### src/rtl/systolic_pkg.sv
// systolic_pkg: shared FSM type, accumulator-width helper and default latency for systolic_engine
// Contents: state_t (LOAD/COMPUTE/DRAIN), default_aw(dw,row), DEF_ROW/DEF_COL, LAT
package systolic_pkg;
    typedef enum logic [1:0] {LOAD, COMPUTE, DRAIN} state_t;
    localparam int DEF_ROW = 4;
    localparam int DEF_COL = 4;
    localparam int LAT     = DEF_ROW + DEF_COL;
    // Full-precision width: a DWxDW product plus one growth bit per doubling of rows, plus a guard bit
    function automatic int default_aw(input int dw, input int row);
        return 2 * dw + $clog2(row) + 1;
    endfunction
endpackage

### src/rtl/systolic_pe.sv
// systolic_pe: one weight-stationary multiply-accumulate cell of the systolic array
// Ports: clk_in clock; i_adv global advance; i_w_load/i_w stationary weight load;
//        i_x/o_x feature in and registered pass-through to the right;
//        i_psum/o_psum partial sum from above and registered sum passed down
module systolic_pe #(
    parameter int DW = 8,
    parameter int AW = 19
) (
    input  logic                 clk_in,
    input  logic                 i_adv,
    input  logic                 i_w_load,
    input  logic signed [DW-1:0] i_w,
    input  logic signed [DW-1:0] i_x,
    input  logic signed [AW-1:0] i_psum,
    output logic signed [DW-1:0] o_x,
    output logic signed [AW-1:0] o_psum
);
    logic signed [DW-1:0] r_w;
    logic signed [AW-1:0] w_prod;
    // Operands sign-extended to AW first; AW >= 2*DW keeps the product exact
    assign w_prod = AW'(r_w) * AW'(i_x);
    always_ff @(posedge clk_in) begin
        if (i_w_load) begin
            r_w <= i_w;
        end
        if (i_adv) begin
            o_x    <= i_x;
            o_psum <= i_psum + w_prod;
        end
    end
endmodule

### src/rtl/systolic_engine.sv
// systolic_engine: parametrised weight-stationary systolic matrix-vector engine, y[c] = sum_r x[r]*W[r][c]
// Ports: clk_in/rst_in clock and sync active-high reset;
//        w_valid/w_ready/w_data weight row stream (one row per beat, element c at [c*DW +: DW]);
//        f_valid/f_ready/f_last/f_data feature vector stream (f_last closes the weight tile);
//        o_valid/o_ready/o_data result stream (y[c] at [c*AW +: AW]); busy high unless idle in LOAD
module systolic_engine
    import systolic_pkg::*;
#(
    parameter int ROW = DEF_ROW,
    parameter int COL = DEF_COL,
    parameter int DW  = 8,
    parameter int AW  = default_aw(DW, ROW)
) (
    input  logic              clk_in,
    input  logic              rst_in,
    input  logic              w_valid,
    output logic              w_ready,
    input  logic [COL*DW-1:0] w_data,
    input  logic              f_valid,
    output logic              f_ready,
    input  logic              f_last,
    input  logic [ROW*DW-1:0] f_data,
    output logic              o_valid,
    input  logic              o_ready,
    output logic [COL*AW-1:0] o_data,
    output logic              busy
);
    localparam int WCW = (ROW > 1) ? $clog2(ROW) : 1;
    // Token stages ahead of the output register: ROW rows, then COL-1 columns of alignment
    localparam int NV  = ROW + COL - 1;

    state_t            r_state;
    logic [WCW-1:0]    r_wcnt;
    logic              r_w_ready;
    logic              r_busy;
    logic              r_o_valid;
    logic [NV-1:0]     r_v;
    logic [COL*AW-1:0] r_o_data;
    logic              w_adv;
    logic              w_wbeat;
    logic              w_acc;
    logic              w_drained;

    logic signed [DW-1:0] w_xs [ROW];
    logic signed [DW-1:0] w_xi [ROW][COL];
    logic signed [DW-1:0] w_xo [ROW][COL];
    logic signed [AW-1:0] w_pi [ROW][COL];
    logic signed [AW-1:0] w_ps [ROW][COL];
    logic [COL*AW-1:0]    w_y;
    logic [ROW*DW-1:0]    w_x_unused;

    // A held output freezes the whole pipeline, so every stage moves in lockstep
    assign w_adv     = !(r_o_valid && !o_ready);
    assign w_wbeat   = w_valid && r_w_ready;
    assign w_acc     = f_valid && f_ready;
    assign w_drained = (r_v == '0) && (!r_o_valid || o_ready);
    assign w_ready   = r_w_ready;
    assign f_ready   = (r_state == COMPUTE) && w_adv;
    assign o_valid   = r_o_valid;
    assign o_data    = r_o_data;
    assign busy      = r_busy;

    always_ff @(posedge clk_in) begin
        if (rst_in) begin
            r_state   <= LOAD;
            r_wcnt    <= '0;
            r_w_ready <= 1'b1;
            r_busy    <= 1'b0;
        end else begin
            case (r_state)
                LOAD: begin
                    if (w_wbeat) begin
                        r_busy <= 1'b1;
                        if (r_wcnt == WCW'(ROW - 1)) begin
                            r_wcnt    <= '0;
                            r_state   <= COMPUTE;
                            r_w_ready <= 1'b0;
                        end else begin
                            r_wcnt <= r_wcnt + WCW'(1);
                        end
                    end
                end
                COMPUTE: begin
                    if (w_acc && f_last) begin
                        r_state <= DRAIN;
                    end
                end
                DRAIN: begin
                    if (w_drained) begin
                        r_state   <= LOAD;
                        r_w_ready <= 1'b1;
                        r_busy    <= 1'b0;
                    end
                end
                default: r_state <= LOAD;
            endcase
        end
    end

    always_ff @(posedge clk_in) begin
        if (rst_in) begin
            r_v       <= '0;
            r_o_valid <= 1'b0;
            r_o_data  <= '0;
        end else if (w_adv) begin
            r_v[0] <= w_acc;
            for (int i = 1; i < NV; i++) begin
                r_v[i] <= r_v[i-1];
            end
            r_o_valid <= r_v[NV-1];
            if (r_v[NV-1]) begin
                r_o_data <= w_y;
            end
        end
    end

    // Input skew: element r waits r stages so it meets the partial sum coming down column 0
    for (genvar r = 0; r < ROW; r++) begin : g_skew
        if (r == 0) begin : g_direct
            assign w_xs[r] = f_data[r*DW +: DW];
        end else begin : g_delay
            logic signed [DW-1:0] r_sk [r];
            always_ff @(posedge clk_in) begin
                if (w_adv) begin
                    r_sk[0] <= f_data[r*DW +: DW];
                    for (int i = 1; i < r; i++) begin
                        r_sk[i] <= r_sk[i-1];
                    end
                end
            end
            assign w_xs[r] = r_sk[r-1];
        end
    end

    for (genvar r = 0; r < ROW; r++) begin : g_row
        for (genvar c = 0; c < COL; c++) begin : g_col
            if (c == 0) begin : g_xl
                assign w_xi[r][c] = w_xs[r];
            end else begin : g_xm
                assign w_xi[r][c] = w_xo[r][c-1];
            end
            if (r == 0) begin : g_pt
                assign w_pi[r][c] = '0;
            end else begin : g_pm
                assign w_pi[r][c] = w_ps[r-1][c];
            end
            if (c == COL - 1) begin : g_xe
                assign w_x_unused[r*DW +: DW] = w_xo[r][c];
            end
            systolic_pe #(.DW(DW), .AW(AW)) u_pe (
                .clk_in  (clk_in),
                .i_adv   (w_adv),
                .i_w_load(w_wbeat && (r_wcnt == WCW'(r))),
                .i_w     (w_data[c*DW +: DW]),
                .i_x     (w_xi[r][c]),
                .i_psum  (w_pi[r][c]),
                .o_x     (w_xo[r][c]),
                .o_psum  (w_ps[r][c])
            );
        end
    end

    // Output de-skew: column c finishes c cycles after column 0, so it waits COL-1-c stages
    for (genvar c = 0; c < COL; c++) begin : g_deskew
        if (c == COL - 1) begin : g_direct
            assign w_y[c*AW +: AW] = w_ps[ROW-1][c];
        end else begin : g_delay
            localparam int DEP = COL - 1 - c;
            logic [AW-1:0] r_ds [DEP];
            always_ff @(posedge clk_in) begin
                if (w_adv) begin
                    r_ds[0] <= w_ps[ROW-1][c];
                    for (int i = 1; i < DEP; i++) begin
                        r_ds[i] <= r_ds[i-1];
                    end
                end
            end
            assign w_y[c*AW +: AW] = r_ds[DEP-1];
        end
    end
endmodule

### config.mk
export PLATFORM = sky130hd
export DESIGN_NAME = systolic_engine
export DESIGN_NICKNAME = d
export VERILOG_FILES = /design/src/rtl/systolic_pkg.sv /design/src/rtl/systolic_pe.sv /design/src/rtl/systolic_engine.sv
export SDC_FILE = /design/constraint.sdc
export NUM_CORES = 2
export LEC_CHECK = 0
export BUFFER_PORTS_ARGS = -buffer_cell sky130_fd_sc_hd__clkbuf_2
export CAP_MARGIN = 20
export CORE_UTILIZATION = 59
export CTS_CLUSTER_SIZE = 12
export DETAILED_ROUTE_END_ITERATION = 8
export HOLD_SLACK_MARGIN = 0.1
export PLACE_DENSITY = 0.79
export SLEW_MARGIN = 10
export SYNTH_ARGS = -nofsm -noshare
export SYNTH_HDL_FRONTEND = slang
export SYNTH_SLANG_ARGS = --single-unit
### constraint.sdc
create_clock -name clk_in -period 15.08 [get_ports clk_in]
set_input_delay 1.508 -clock clk_in [delete_from_list [all_inputs] [get_ports clk_in]]
set_output_delay 1.508 -clock clk_in [all_outputs]
set_load 0.02 [all_outputs]
# Word level (Yosys, flattened, before mapping)
# Memories as Yosys holds them, arrays and structs flattened. A register that Yosys moved wholly into a read port is not among the register bits.
# Cells that the tools add are included.
# word_totals
register_bits	618
ramBits	162
input_bits	70
out_inout_bits	80
word_cells	133
n_memories	6
# memory_table
memory	depth	width	read_ports	rd_clocked_by_memory_dff	write_ports	line	rtl
g_deskew[0].g_delay.r_ds	3	19	3	1	3	systolic_engine.sv:169	logic [AW-1:0] r_ds [DEP];
g_deskew[1].g_delay.r_ds	2	19	2	1	2	systolic_engine.sv:169	
g_skew[3].g_delay.r_sk	3	8	3	0	3	systolic_engine.sv:122	logic signed [DW-1:0] r_sk [r];
g_deskew[2].g_delay.r_ds	1	19	1	1	1	systolic_engine.sv:169	
g_skew[2].g_delay.r_sk	2	8	2	0	2	systolic_engine.sv:122	
g_skew[1].g_delay.r_sk	1	8	1	0	1	systolic_engine.sv:122	
# classes
add_sub_neg	13
multipliers	16
n_eq_ne	9
muxes	14
bitwise	1
reduce_logical	23
# ops
op	count
8-bit by 8-bit multiplier with 16-bit output	16
19-bit adder	12
1-bit logical AND	10
2-bit 2-to-1 mux	5
4-bit AND reduction	2
7-bit logical NOT	1
2-bit equality test, second input constant	3
1-bit 2-to-1 mux	6
2-bit inequality test, second input constant	3
2-bit case mux with 3 select lines	1
2-bit by 1-bit equality test with 1-bit output, second input constant	2
2-bit logical NOT	2
1-bit case mux with 2 select lines	2
2-bit AND reduction	2
1-bit logical NOT	3
3-bit AND reduction	1
2-bit by 1-bit adder with 2-bit output, second input constant	1
2-bit by 1-bit inequality test with 1-bit output, second input constant	1
2-bit nonzero test	1
1-bit logical OR	1
1-bit inverter	1

# Longest topological paths before layout
# depth
ltp_word	8
depth_mapped	27
mapped_depth_nobuf	27

# Modules after synthesis
# Synthesis repeated with hierarchy kept, for this count alone.
# hier_totals
hier_cells	6707
hier_area_um2	79475.0
# by_module_without_submodules
module	instances	cells_each	area_per_inst_um2	seq_area_each_um2
systolic_pe at g_row[1].g_col[0].u_pe ...	10	384	4451.8	1051.0
systolic_pe at g_row[0].g_col[0].u_pe ...	4	380	4419.2	1051.0
systolic_engine	1	570	8398.1	6666.4
systolic_pe at g_row[3].g_col[3].u_pe	1	392	4463.0	1051.0
systolic_pe at g_row[3].g_col[2].u_pe	1	385	4419.2	1051.0

# Worst setup path before layout
# No wires, ideal clock.
# synth_timing
path_type	input to register
start	in o_ready
end	reg r_state[0]
setup_time_ps	115
t_arrival_ps	16365
required_ps	14965
setup_slack_ps	-1400
path_stages	5
path_cell_list	nor2b_1 -> buf_2 -> clkinv_1 -> and3_1 -> a2111oi_0
# synth_via
elab_chain_cells	8
word_cells_on_any_way	11
cone_classes	eq/ne: 2; reduce/logical: 9
# synth_lines
element	line	rtl
start, declared	systolic_engine.sv:24	input logic o_ready,
1-bit logical NOT	systolic_engine.sv:53	assign w_adv = !(r_o_valid && !o_ready);
1-bit logical AND	systolic_engine.sv:53	
1-bit logical NOT	systolic_engine.sv:53	
1-bit logical AND	systolic_engine.sv:58	assign f_ready = (r_state == COMPUTE) && w_adv;
1-bit logical AND	systolic_engine.sv:55	assign w_acc = f_valid && f_ready;
1-bit logical AND	systolic_engine.sv:84	if (w_acc && f_last) begin
2-bit by 1-bit inequality test with 1-bit output (no source line)	--	
4-bit AND reduction (no source line) *	--	
end signal, assigned	systolic_engine.sv:65	r_state <= LOAD;
end signal, assigned	systolic_engine.sv:85	r_state <= DRAIN;
end signal, assigned	systolic_engine.sv:90	r_state <= LOAD;
end, declared	systolic_engine.sv:32	state_t r_state;
# Every way passes the cells marked *; elsewhere a longest branch is shown, timed or not.
# A chain may end at the register's enable or synchronous reset.

# Worst setup path after layout
# layout_timing
start	reg g_row[3].g_col[2].u_pe.o_x[2]
end	reg g_row[3].g_col[3].u_pe.o_psum[18] (data pin)
# layout_via
elab_chain_cells	2
# layout_lines
element	line	rtl
start, declared	systolic_pe.sv:15	output logic signed [DW-1:0] o_x,
start signal, assigned	systolic_pe.sv:27	o_x <= i_x;
8-bit by 8-bit multiplier with 16-bit output	systolic_pe.sv:21	assign w_prod = AW'(r_w) * AW'(i_x);
19-bit adder	systolic_pe.sv:28	o_psum <= i_psum + w_prod;
end signal, assigned	systolic_pe.sv:28	
end, declared	systolic_pe.sv:16	output logic signed [AW-1:0] o_psum
# Every way passes these cells.

==> summary.txt <==
Route
  • Met2 routed WL: 77200 um
  • Drt total wl: 156000 um
  • Met3 WL: 7820 um
  • Drt wl/cell: 18.3 um
  • DRT iter0 DRCs: 2910
  • Pre-antenna DRT Iters: 7
  • Post-detailed-route count of antenna-violating nets: 0
  • Via count: 46300
  • Drt via density: 5.44
  • Highest metal used: met5
  • DRT met1 WL: 63400 um
  • Drt drc: 0

Worst setup path
  • Slowest CP cell: fa_1
  • Critical setup path kind: flop to flop
  • Crit path DAT: 6.91 ns
  • Crit path buf inv count: 4
  • Crit. End Element: flop
  • Critical Path, Cell by Cell: and2_1 -> fa_1 -> inv_1 -> fa_1 -> inv_1 -> fa_1 -> inv_1 -> fa_1 -> inv_1 -> ha_1 -> a21oi_1 -> o21bai_1 -> a21oi_1 -> o21ai_0 -> xor2_1 -> ha_1 -> nand2_1 -> nor2_1 -> a211oi_1 -> or4b_1 -> a41oi_1 -> a21oi_1 -> xnor2_1
  • Setup crit start kind: flop
  • Worst EP required: 15.55 ns
  • CP top delay family: adder cells
  • CP max FO: 8
  • CP max stage delay: 0.54 ns

CTS
  • Post-CTS Setup Repair Bufs: 0
  • CTS sink cnt: 768
  • Clock Latency Late Sink: 0.72 ns
  • H-tree levels: 3
  • CTS tree: yes
  • Cts bufs inserted: 89
  • PostCTS Resize Cnt: 0
  • Clock transition at path regs: 0.06 ns
  • Maximum clock path buffer count: 3
  • Hold Buf Count CTS: 0
  • Clk root buf: clkbuf_16

STA
  • Final Hold Vio Count: 0
  • Slew margin rel.: 29.0%
  • Worst Tran Pin Value: 1.06 ns
  • Period utilisation layout: 42.7%
  • # setup viols final: 0
  • Setup Skew: 0.0543 ns
  • Fmax achieved: 0.155 GHz
  • Min Tclk post-route: 6.44 ns
  • Sum of negative setup slack: 0 ns
  • Max Slew Vio Count: 0
  • Unrepaired setup endpoints after global routing: false

Logic synthesis
  • Ys flop type: edfxtp_1
  • Share of flip-flops with an asynchronous set or reset: 0%
  • Post-Synthesis Cells: 6603
  • Synthesized area per cell: 10.8 um^2
  • Yosys top cell area share: 28.5%
  • Syn Nets: 8248
  • Synth top area cells: edfxtp_1, fa_1, ha_1, inv_1, and2_1
  • Yosys cell types: 74
  • Post-synth top area cell: edfxtp_1
  • Seq/Total Area, Yosys: 31.0%
  • Synth Cell Area: 71400 um^2
  • Post-synth EDFFs: 678
  • Yosys synthesis warning count: 0
  • Synth Register Bits: 768

Finish
  • Layout Nets: 8470
  • Area grow syn2layout: 8.20%
  • Non-filler cells, final: 8510
  • Antenna cells: 0
  • Layout cells sized above 1: 4.94%
  • Fillcell total: 9152

Run status
  • Status: finished, final reports clean

Die
  • IO Count: 150
  • Die Width: 350 um
  • Core Region: 120000 um^2
  • Number of cell rows: 127
  • Die Y: 350 um
  • Die area: 122000 um^2
  • Initial Utilization: 59.5%

Global route
  • Total track usage: 26.5%
  • Vias in the first global route: 49300
  • Global-route wire length before repair: 255000 um
  • Largest net degree at the start of global routing: 150
  • GRT Residual Overflow: 0
  • Initial antenna violation count: 9

Power
  • Pwr/cell area: 232 nW/um^2
  • Maximum VDD drop: 0.170 mV
  • Leakage: 35.8 nW

Worst hold path
  • HP Class: flop to flop

Run
  • Max Cap Viol: 0

Place
  • Placed Cells: 8346
  • HPWL after detailed placement: 124000 um
  • Buffers on Ports: 149
  • GP Congestion: 0.929
-- kinds of logic (layout without fill, tap and decap cells) --
logic type                 after synthesis  after routing  share of synthesized area (%)
buffers and inverters                 1354           1649                           7.12
and+or+nand+nor                       1646           1646                           12.1
xor gates and xnor gates               439            439                           5.40
DFF                                    768            768                           31.0
muxes                                   17             17                          0.259
AOI/OAI and AO/OA                      804            804                           7.07
adders and majority gates             1575           1575                           37.0
-- cell usage in the layout (no fill, tap or decap), types with 6 or more instances in the layout --
cell       synthesis  final
and2_1           679    678
nand2b_1          74     74
ha_1             683    683
nand4_1           14     14
o21bai_1          49     49
o21a_1            43     43
a211oi_1          13     13
xor2_1           103    103
nand2_1          493    492
nor3_1            35     35
xnor2_1          335    335
nor2b_1          106    106
o21ai_0          117    117
edfxtp_1         678    678
a21oi_2            6      6
fa_1             892    892
bufinv_16          0     13
clkbuf_16          0     90
clkinv_2           0      7
clkbuf_1          28     24
a31oi_1           16     16
buf_4              0     10
inv_1           1324   1324
mux2_2            12     12
nor2_1           153    153
clkbuf_2           0    148
a21oi_1          330    330
or3_1              7      7
o211ai_1           6      6
clkinv_1           1     10
a221oi_1           6      6
dfxtp_1           90     90
a211o_1            7      7
a21o_1           105    105
o41ai_1            7      7
o21ai_1           26     26
nand3_1           25     25
and3_1            21     17
-- metal layers --
layer | up-vias | track usage [%]
li1 | 21600 | -
met1 | 23200 | 33.0
met2 | 1133 | 46.1
met3 | 327 | 3.51
met4 | 10 | 12.0
met5 | - | 0
-- Yosys cell counts (all sizes together), types with 8 or more instances --
cell type,instances
inv,1324
fa,892
ha,683
and2,679
edfxtp,678
nand2,493
a21oi,336
xnor2,335
nor2,153
o21ai,145
nor2b,106
a21o,105
xor2,103
dfxtp,90
nand2b,74
o21bai,49
o21a,43
nor3,35
clkbuf,28
nand3,25
and3,21
a31oi,16
nand4,14
a211oi,13
mux2,12
a2111oi,11
o41ai,11
a21boi,8
or2,8
-- where the power goes --
group          internal (mW)  switching, mW
clock network           1.35          0.934
registers               3.72          0.422
logic                   5.04           6.44
-- final cells by class --
cell class	count	area [um^2]	share of cell area (%)
Multi-Input combinational cell	4481	44200	57.2
Sequential cell	768	22200	28.7
Inverter	1325	4990	6.46
Clock buffer	117	2380	3.09
Tap cell	1612	2020	2.61
Timing Repair Buffer	160	841	1.09
Clock inverter	47	698	0.904
-- path summary, 6_finish.rpt --
path / startpoint / to / slack [ns] / cells after the start
worst max-delay path: g_row[3].g_col[2].u_pe.o_x[2]$_DFFE_PN_ / g_row[3].g_col[3].u_pe.o_psum[18]$_DFFE_PN_ / 8.64 / 23
worst min-delay path: g_row[3].g_col[1].u_pe.o_psum[8]$_DFFE_PN_ / g_deskew[1].g_delay.r_ds[0][8]$_DFFE_PN_ / 0.41 / 0
worst max register to register: g_row[3].g_col[2].u_pe.o_x[2]$_DFFE_PN_ / g_row[3].g_col[3].u_pe.o_psum[18]$_DFFE_PN_ / 8.64 / 23
worst min register to register: g_row[3].g_col[1].u_pe.o_psum[8]$_DFFE_PN_ / g_deskew[1].g_delay.r_ds[0][8]$_DFFE_PN_ / 0.41 / 0
-- flip-flops by register name (all words and copies together) (netlist names) --
| signal | cells |
|---|---|
| w_ready | 1 |
| o_valid | 1 |
| g_deskew.g_delay.r_ds | 114 |
| busy | 1 |
| o_data | 76 |
| r_wcnt | 2 |
| g_row.g_col.u_pe.o_x | 96 |
| r_state | 2 |
| r_v | 7 |
| g_skew.g_delay.r_sk | 48 |
| g_row.g_col.u_pe.o_psum | 292 |
| g_row.g_col.u_pe.r_w | 128 |
-- through the flow --
stage          cell area [um^2]  setup WS, ns  power [mW]  util [%]  hold slack, ns
3_3_place_gp              74200          8.82        15.1      61.8           0.401
5_1_grt                   77300          8.27        19.5      64.4           0.420
4_1_cts                   77300          8.67        17.9      64.4           0.409
3_5_place_dp              74200          8.69        15.5      61.8           0.405
6_report                  77300          8.64        17.9      64.4           0.408
2_1_floorplan             71400          5.67        12.8         -           0.400
No activity file was read; power rests on OpenSTA's default activity.
